**src/rtl/multicycle_main_fsm.sv**
```systemverilog
// Main control FSM for the multicycle RV32I core.
// Sequences Fetch/Decode/Execute/Memory/Writeback and drives datapath controls.
module multicycle_main_fsm (
  input  logic       clk,
  input  logic       rst,
  input  logic [6:0] op,
  output logic       PCUpdate,
  output logic       Branch,
  output logic       RegWrite,
  output logic       MemWrite,
  output logic       IRWrite,
  output logic       AdrSrc,
  output logic [1:0] ResultSrc,
  output logic [1:0] ALUSrcA,
  output logic [1:0] ALUSrcB,
  output logic [1:0] ALUOp,
  output logic [3:0] state
);

  typedef enum logic [3:0] {
    S_FETCH    = 4'd0,
    S_DECODE   = 4'd1,
    S_MEMADR   = 4'd2,
    S_MEMREAD  = 4'd3,
    S_MEMWB    = 4'd4,
    S_MEMWRITE = 4'd5,
    S_EXECR    = 4'd6,
    S_EXECI    = 4'd7,
    S_ALUWB    = 4'd8,
    S_BEQ      = 4'd9,
    S_JAL      = 4'd10
  } state_e;

  localparam logic [6:0] OP_LW  = 7'b0000011;
  localparam logic [6:0] OP_SW  = 7'b0100011;
  localparam logic [6:0] OP_R   = 7'b0110011;
  localparam logic [6:0] OP_I   = 7'b0010011;
  localparam logic [6:0] OP_BEQ = 7'b1100011;
  localparam logic [6:0] OP_JAL = 7'b1101111;

  typedef struct packed {
    logic       pc_update;
    logic       branch;
    logic       reg_write;
    logic       mem_write;
    logic       ir_write;
    logic       adr_src;
    logic [1:0] result_src;
    logic [1:0] alu_src_a;
    logic [1:0] alu_src_b;
    logic [1:0] alu_op;
  } ctrl_t;

  // Held as a plain 4-bit vector so codes 11-15 are representable
  // and recover cleanly to Fetch.
  logic [3:0] state_q;
  logic [3:0] state_d;
  ctrl_t      ctrl_q;

  logic is_lw;
  logic is_sw;
  logic is_r;
  logic is_i;
  logic is_beq;
  logic is_jal;

  assign is_lw  = (op == OP_LW);
  assign is_sw  = (op == OP_SW);
  assign is_r   = (op == OP_R);
  assign is_i   = (op == OP_I);
  assign is_beq = (op == OP_BEQ);
  assign is_jal = (op == OP_JAL);

  // Control word for a given state; anything unlisted stays zero.
  function automatic ctrl_t ctrl_of(input logic [3:0] s);
    ctrl_t c;
    c = '0;
    case (s)
      S_FETCH: begin
        c.ir_write   = 1'b1;
        c.pc_update  = 1'b1;
        c.adr_src    = 1'b0;
        c.alu_src_a  = 2'b00;
        c.alu_src_b  = 2'b10;
        c.alu_op     = 2'b00;
        c.result_src = 2'b10;
      end
      S_DECODE: begin
        c.alu_src_a = 2'b01;
        c.alu_src_b = 2'b01;
        c.alu_op    = 2'b00;
      end
      S_MEMADR: begin
        c.alu_src_a = 2'b10;
        c.alu_src_b = 2'b01;
        c.alu_op    = 2'b00;
      end
      S_MEMREAD: begin
        c.adr_src    = 1'b1;
        c.result_src = 2'b00;
      end
      S_MEMWB: begin
        c.result_src = 2'b01;
        c.reg_write  = 1'b1;
      end
      S_MEMWRITE: begin
        c.adr_src    = 1'b1;
        c.result_src = 2'b00;
        c.mem_write  = 1'b1;
      end
      S_EXECR: begin
        c.alu_src_a = 2'b10;
        c.alu_src_b = 2'b00;
        c.alu_op    = 2'b10;
      end
      S_EXECI: begin
        c.alu_src_a = 2'b10;
        c.alu_src_b = 2'b01;
        c.alu_op    = 2'b10;
      end
      S_ALUWB: begin
        c.result_src = 2'b00;
        c.reg_write  = 1'b1;
      end
      S_BEQ: begin
        c.alu_src_a  = 2'b10;
        c.alu_src_b  = 2'b00;
        c.alu_op     = 2'b01;
        c.result_src = 2'b00;
        c.branch     = 1'b1;
      end
      S_JAL: begin
        c.alu_src_a  = 2'b01;
        c.alu_src_b  = 2'b10;
        c.alu_op     = 2'b00;
        c.result_src = 2'b00;
        c.pc_update  = 1'b1;
      end
      default: c = '0;
    endcase
    return c;
  endfunction

  // Next-state logic; op is only looked at in Decode and MemAdr.
  always_comb begin
    state_d = S_FETCH;
    case (state_q)
      S_FETCH: state_d = S_DECODE;
      S_DECODE: begin
        unique case (1'b1)
          is_lw, is_sw: state_d = S_MEMADR;
          is_r:         state_d = S_EXECR;
          is_i:         state_d = S_EXECI;
          is_beq:       state_d = S_BEQ;
          is_jal:       state_d = S_JAL;
          default:      state_d = S_FETCH;
        endcase
      end
      S_MEMADR: begin
        unique case (1'b1)
          is_lw:   state_d = S_MEMREAD;
          is_sw:   state_d = S_MEMWRITE;
          default: state_d = S_FETCH;
        endcase
      end
      S_MEMREAD:  state_d = S_MEMWB;
      S_MEMWB:    state_d = S_FETCH;
      S_MEMWRITE: state_d = S_FETCH;
      S_EXECR:    state_d = S_ALUWB;
      S_EXECI:    state_d = S_ALUWB;
      S_ALUWB:    state_d = S_FETCH;
      S_BEQ:      state_d = S_FETCH;
      S_JAL:      state_d = S_ALUWB;
      default:    state_d = S_FETCH;
    endcase
  end

  // State and control word registered together so outputs are glitch-free.
  always_ff @(posedge clk) begin
    if (rst) begin
      state_q <= S_FETCH;
      ctrl_q  <= ctrl_of(S_FETCH);
    end else begin
      state_q <= state_d;
      ctrl_q  <= ctrl_of(state_d);
    end
  end

  // Reset forces every output low immediately, killing any in-flight strobe.
  ctrl_t ctrl_o;
  assign ctrl_o    = rst ? '0 : ctrl_q;
  assign state     = rst ? 4'd0 : state_q;
  assign PCUpdate  = ctrl_o.pc_update;
  assign Branch    = ctrl_o.branch;
  assign RegWrite  = ctrl_o.reg_write;
  assign MemWrite  = ctrl_o.mem_write;
  assign IRWrite   = ctrl_o.ir_write;
  assign AdrSrc    = ctrl_o.adr_src;
  assign ResultSrc = ctrl_o.result_src;
  assign ALUSrcA   = ctrl_o.alu_src_a;
  assign ALUSrcB   = ctrl_o.alu_src_b;
  assign ALUOp     = ctrl_o.alu_op;

endmodule

```
**config.mk**
```make
export PLATFORM = sky130hd
export DESIGN_NAME = multicycle_main_fsm
export DESIGN_NICKNAME = d
export VERILOG_FILES = /design/src/rtl/multicycle_main_fsm.sv
export SDC_FILE = /design/constraint.sdc
export NUM_CORES = 1
export LEC_CHECK = 0
export CORE_UTILIZATION = 44
export CTS_BUF_LIST = sky130_fd_sc_hd__clkbuf_4 sky130_fd_sc_hd__clkbuf_8 sky130_fd_sc_hd__clkbuf_16
export DETAILED_ROUTE_END_ITERATION = 7
export GPL_TIMING_DRIVEN = 0
export PLACE_DENSITY = 0.77
export SYNTH_ARGS = -nofsm -noshare
export SYNTH_HDL_FRONTEND = slang
export SYNTH_SLANG_ARGS = --single-unit
```
**constraint.sdc**
```tcl
create_clock -name clk -period 2 [get_ports clk]
set_input_delay 0.4 -clock clk [delete_from_list [all_inputs] [get_ports clk]]
set_output_delay 0.4 -clock clk [all_outputs]
set_load 0.005 [all_outputs]
```
# Word-level counts from Yosys, hierarchy flattened
# Index checks and enable logic that the tools add are counted.
dict set report totals {
  ff_bits 18
  latchBits 0
  ram_bits 0
  mem_bits_ro 0
  in_bits 9
  out_inout_bits 18
  word_cells 53
  mem_count 0
}
dict set report op_classes {
  n_addsub 0
  mul 0
  div_mod_pow 0
  n_lt_le_gt_ge 0
  eq_ne 22
  shift 0
  mux 13
  n_bitwise 0
  reduce_logical 7
}
# operator count
set op_table {}
lappend op_table {{$pmux W6 S7} 1}
lappend op_table {{$pmux W4 S5} 2}
lappend op_table {{$eq A4 B3 Y1 const B} 6}
lappend op_table {{$eq A4 B2 Y1 const B} 4}
lappend op_table {{$eq A4 B4 Y1 const B} 4}
lappend op_table {{$eq A7 B6 Y1 const B} 2}
lappend op_table {{$eq A7 B7 Y1 const B} 2}
lappend op_table {{$mux W14} 1}
lappend op_table {{$eq A4 B1 Y1 const B} 2}
lappend op_table {{$logic_not A4 Y1} 2}
lappend op_table {{$reduce_or A2 Y1} 4}
lappend op_table {{$eq A7 B2 Y1 const B} 1}
lappend op_table {{$eq A7 B5 Y1 const B} 1}
lappend op_table {{$mux W1} 6}
lappend op_table {{$pmux W3 S2} 1}
lappend op_table {{$mux W4} 1}
lappend op_table {{$pmux W2 S2} 1}
lappend op_table {{$reduce_or A3 Y1} 1}

# Logic depth before layout (Yosys ltp)
dict set report logic_depth {
  ltp_word 7
  mapped_depth 6
  mapped_depth_nobuf 6
}

# Least setup slack after synthesis
# No wires, ideal clock.
dict set report synth_path {
  path_type {input -> register}
  from {input op[3]}
  to {register ctrl_q[13] in the netlist's numbering}
  setup_ns 0.120
  arrival_time_ns 1.646
  t_required_ns 1.880
  slack_ns 0.234
  path_stages 5
  path_buffers 0
  cell_sequence {and4bb_2 nand4b_1 a311o_1 nor2b_4 a211o_1}
}
dict set report synth_between {
  elab_chain_cells 7
  elab_cells_between_ends 14
  classes_between {7 x eq/ne; 4 x mux; 3 x reduce/logical}
}
# element line_no
set synth_rtl {}
lappend synth_rtl {{start, declared} 6} ;# input logic [6:0] op,
lappend synth_rtl {{$eq A7 B2 Y1 / $eq A7 B6 Y1 (equally long branches)} {67, 68}}
lappend synth_rtl {{$reduce_or A2 Y1} 150} ;# unique case (1'b1)
lappend synth_rtl {{$pmux W4 S5} 150}
lappend synth_rtl {{$pmux W4 S5 (*)} 147} ;# case (state_q)
lappend synth_rtl {{$eq A4 B4 Y1 / $logic_not A4 Y1 (equally long branches)} 78} ;# case (s)
lappend synth_rtl {{$reduce_or A2 Y1 (no source line) (*)} n/a}
lappend synth_rtl {{$mux W1 (*)} 78}
lappend synth_rtl {{end signal, assigned} 182} ;# ctrl_q <= ctrl_of(S_FETCH);
lappend synth_rtl {{end signal, assigned} 185} ;# ctrl_q <= ctrl_of(state_d);
lappend synth_rtl {{end, declared} 58} ;# ctrl_t ctrl_q;
# Every way passes the cells marked *; elsewhere a longest branch is shown, timed or not.
# A chain may end at the register's enable or synchronous reset.

# Worst setup path after layout
dict set report layout_path {
  from {input op[2]}
  to {register ctrl_q[3] in the netlist's numbering}
}
dict set report layout_between {
  elab_chain_cells 6
  elab_cells_between_ends 18
  classes_between {12 x eq/ne; 4 x mux; 2 x reduce/logical}
}
# element line_no
set layout_rtl {}
lappend layout_rtl {{$eq A7 B2 Y1 / $eq A7 B6 Y1 (equally long branches)} {67, 68}}
lappend layout_rtl {{$reduce_or A2 Y1} 150}
lappend layout_rtl {{$pmux W4 S5} 150}
lappend layout_rtl {{$pmux W4 S5 (*)} 147}
lappend layout_rtl {{$eq A4 B4 Y1, or another cell as far along} 78}
lappend layout_rtl {{$pmux W6 S7 (*)} 78}
# Marked as above.

==> flow_summary.json <==
{
  "layout_common_cells": "clkdlybuf4s50_1, dfxtp_1, nor2b_1",
  "r2r-end": "ctrl_q[3]",
  "min_path_cells": 2,
  "status": "finished clean",
  "p_leak_nw": 0.6171,
  "finalSetupTns_ns": 0,
  "dieHeight_um": 45.46,
  "path_cells": "clkdlybuf4s50_1 > and4bb_2 > nand4b_1 > a311o_2 > nor2b_4 > a211o_1",
  "grt_util_all_layers": 0.2104,
  "cp.arrival_ns": 2.16,
  "route.antenna.remaining_nets": 0,
  "via_count": 848,
  "die_area_um2": 2066,
  "power.density_nw_per_um2": 516.9,
  "n_fill_cell": 125,
  "boundaryPins": 27,
  "antenna_found_initial": 0,
  "grt_pass1_wl_um": 3118,
  "multiInputGateArea_um2": 491.7,
  "start_util": 0.4760,
  "syn_nets": 106,
  "fmax_mhz": 505.5,
  "max_stage_delay_ns": 0.46,
  "peakVddDrop_uv": 405.9,
  "first_pass_iters": 4,
  "antenna-diode-count": 0,
  "overflow": 0,
  "cts_tree": "built",
  "finalHoldViolCount": 0,
  "wl_per_cell_um": 13.21,
  "wirelength_um": 2087,
  "cts_root_buf": "clkbuf_4",
  "slew_headroom": 0.7013,
  "hold_path_class": "primary input to register",
  "io_buffers": 26,
  "required_ns": 2.18,
  "startpoint_type": "primary input",
  "worstSetupEndpointType": "register",
  "place_congestion": 0.7877,
  "area_delta_synth_final_pct": 54.97,
  "r2r_setup_slack_ns": 0.19,
  "synth_top_area_share": 0.4096,
  "final_common_cell": "clkdlybuf4s50_1",
  "yosys.area.top_type": "dfxtp_1",
  "core_area_um2": 1745,
  "slew_violations": 0,
  "worstPathMaxFanout": 7,
  "clockBufferDepth": 2,
  "synth_cell_types": 37,
  "netlist_area_um2": 830.8,
  "die_w_um": 45.46,
  "synth_area_leaders": "dfxtp_1, nor2b_1, nor2_1, nor3_1, nand2_1",
  "grt_max_degree": 11,
  "ys_seq_area_frac": 0.4096,
  "postSynthAreaPerCell_um2": 8.565,
  "ys_warn_count": 0,
  "grt_pass1_vias": 728,
  "reg2reg_from": "state_q[1]",
  "reg2regPathDepth": 6,
  "hold_ws_ns": 0.5382,
  "whs_endpoint": "state_q[0]",
  "clk_latency_ns": 0.29,
  "syn_inst": 97,
  "placed_area_um2": 1122,
  "drcViolationCount": 0,
  "dp_hpwl_um": 1355,
  "cts.clk_slew.worst_paths_ns": 0.10,
  "setup_violations": 0,
  "vias_per_cell": 5.367,
  "fin_crit_ns": 1.978,
  "cts_inserted_buffers": 3,
  "cts_sinks": 17,
  "cap_violations": 0,
  "worstMarginPinSlew_ns": 0.4446,
  "std_cell_rows": 15,
  "ctsHoldBuffers": 0,
  "seq_area_um2": 340.3,
  "drive_above_1_share": 0.1805,
  "hold_start": "rst",
  "post-route-period-util": 0.9892,
  "finalInstanceArea_um2": 1287,
  "crit_type": "primary input to register",
  "nets": 143,
  "fin_skew_ns": 0.01193,
  "drtIter0Drc": 25,
  "crit_slowest_cell": "clkdlybuf4s50_1",
  "cts_max_level": 1,
  "total_power_mw": 0.6655,
  "ys_ff_latch": 17
}
## cell usage after synthesis
cell type / count
dfxtp_1: 17
nor2b_1: 17
nor2_1: 11
nand2_1: 6
nor3_1: 5
clkbuf_1: 3
nand3_1: 3
a211o_1: 2
a31oi_1: 2
inv_1: 2
nor3b_1: 2
o21ai_1: 2
a211oi_1: 1
a21boi_1: 1
a21o_1: 1
a21oi_1: 1
a22oi_1: 1
a311o_1: 1
a31o_2: 1
and3_1: 1
and3b_1: 1
and4b_1: 1
and4bb_1: 1
and4bb_2: 1
buf_4: 1
inv_2: 1
nand2b_1: 1
nand3b_1: 1
nand4b_1: 1
nor2b_4: 1
o211ai_1: 1
o21ai_0: 1
o22ai_1: 1
o31ai_2: 1
or3_1: 1
or3b_1: 1
xor2_1: 1
## cells by family after synthesis
logic type / share of synthesized area
buffers and inverters: 0.03615
AOI/OAI and AO/OA: 0.1506
and+or+nand+nor: 0.3931
xor gates and xnor gates: 0.01054
DFF: 0.4096
## worst max-delay path: cells and delay by family
| kind | cells | cell delay, ns |
|---|---|---|
| buffers and inverters | 1 | 0.46 |
| AO/OA/AOI/OAI | 2 | 0.68 |
| AND/OR/NAND/NOR | 3 | 0.62 |
## per-layer routing
layer | wire length, µm | vias to the layer above | track usage
li1 | - | 416 | -
met4 | 37 | 0 | 0.07273
met1 | 887 | 391 | 0.2593
met5 | 0 | - | 0
met2 | 1045 | 35 | 0.3571
met3 | 117 | 6 | 0.04762
## power breakdown
part           internal (mW)  total (mW)  switching (mW)
Combinational         0.0667       0.118          0.0517
Clock                 0.0910       0.193           0.102
Sequential             0.349       0.354         0.00504
Total                  0.507       0.665           0.159
## worst max-delay path by stage
stage                     cells past startpoint  slack [ns]  start         end
after floorplan                               5        0.23  op[3]  ctrl_q[13]
after global placement                        5       -0.61    rst    state[0]
after detailed placement                      5       -0.67    rst    state[0]
after CTS                                     6       0.005  op[3]   ctrl_q[3]
after global routing                          7       -0.06  op[4]   ctrl_q[3]
final                                         6        0.02  op[2]   ctrl_q[3]
## what timing repair did
action / in CTS / in global routing
buffers inserted: 4 / 2
gates cloned: 0 / 0
setup endpoints to repair: 21 / 18
pin swaps: 2 / 2
gates resized for setup: 12 / 12
## stage by stage
stage | std cells | util | setup slack (ns)
2_1_floorplan | 97 | - | 0.2342
3_3_place_gp | 148 | 0.6430 | -0.6062
3_5_place_dp | 148 | 0.6430 | -0.6687
4_1_cts | 156 | 0.7032 | 0.005176
5_1_grt | 158 | 0.7376 | -0.05805
6_report | 158 | 0.7376 | 0.02162
## cell type report
class / count / share of cell area
Multi-Input combinational cell: 73 / 0.3819
Sequential cell: 17 / 0.2643
Timing Repair Buffer: 32 / 0.2595
Buffer: 4 / 0.03790
Tap cell: 25 / 0.02430
Clock buffer: 4 / 0.02332
Inverter: 3 / 0.008746
## state kept, by name (all words and copies together), names as in the netlist
register / cells
ctrl_q: 13
state_q: 4
Power figures use the tool's default switching activity.
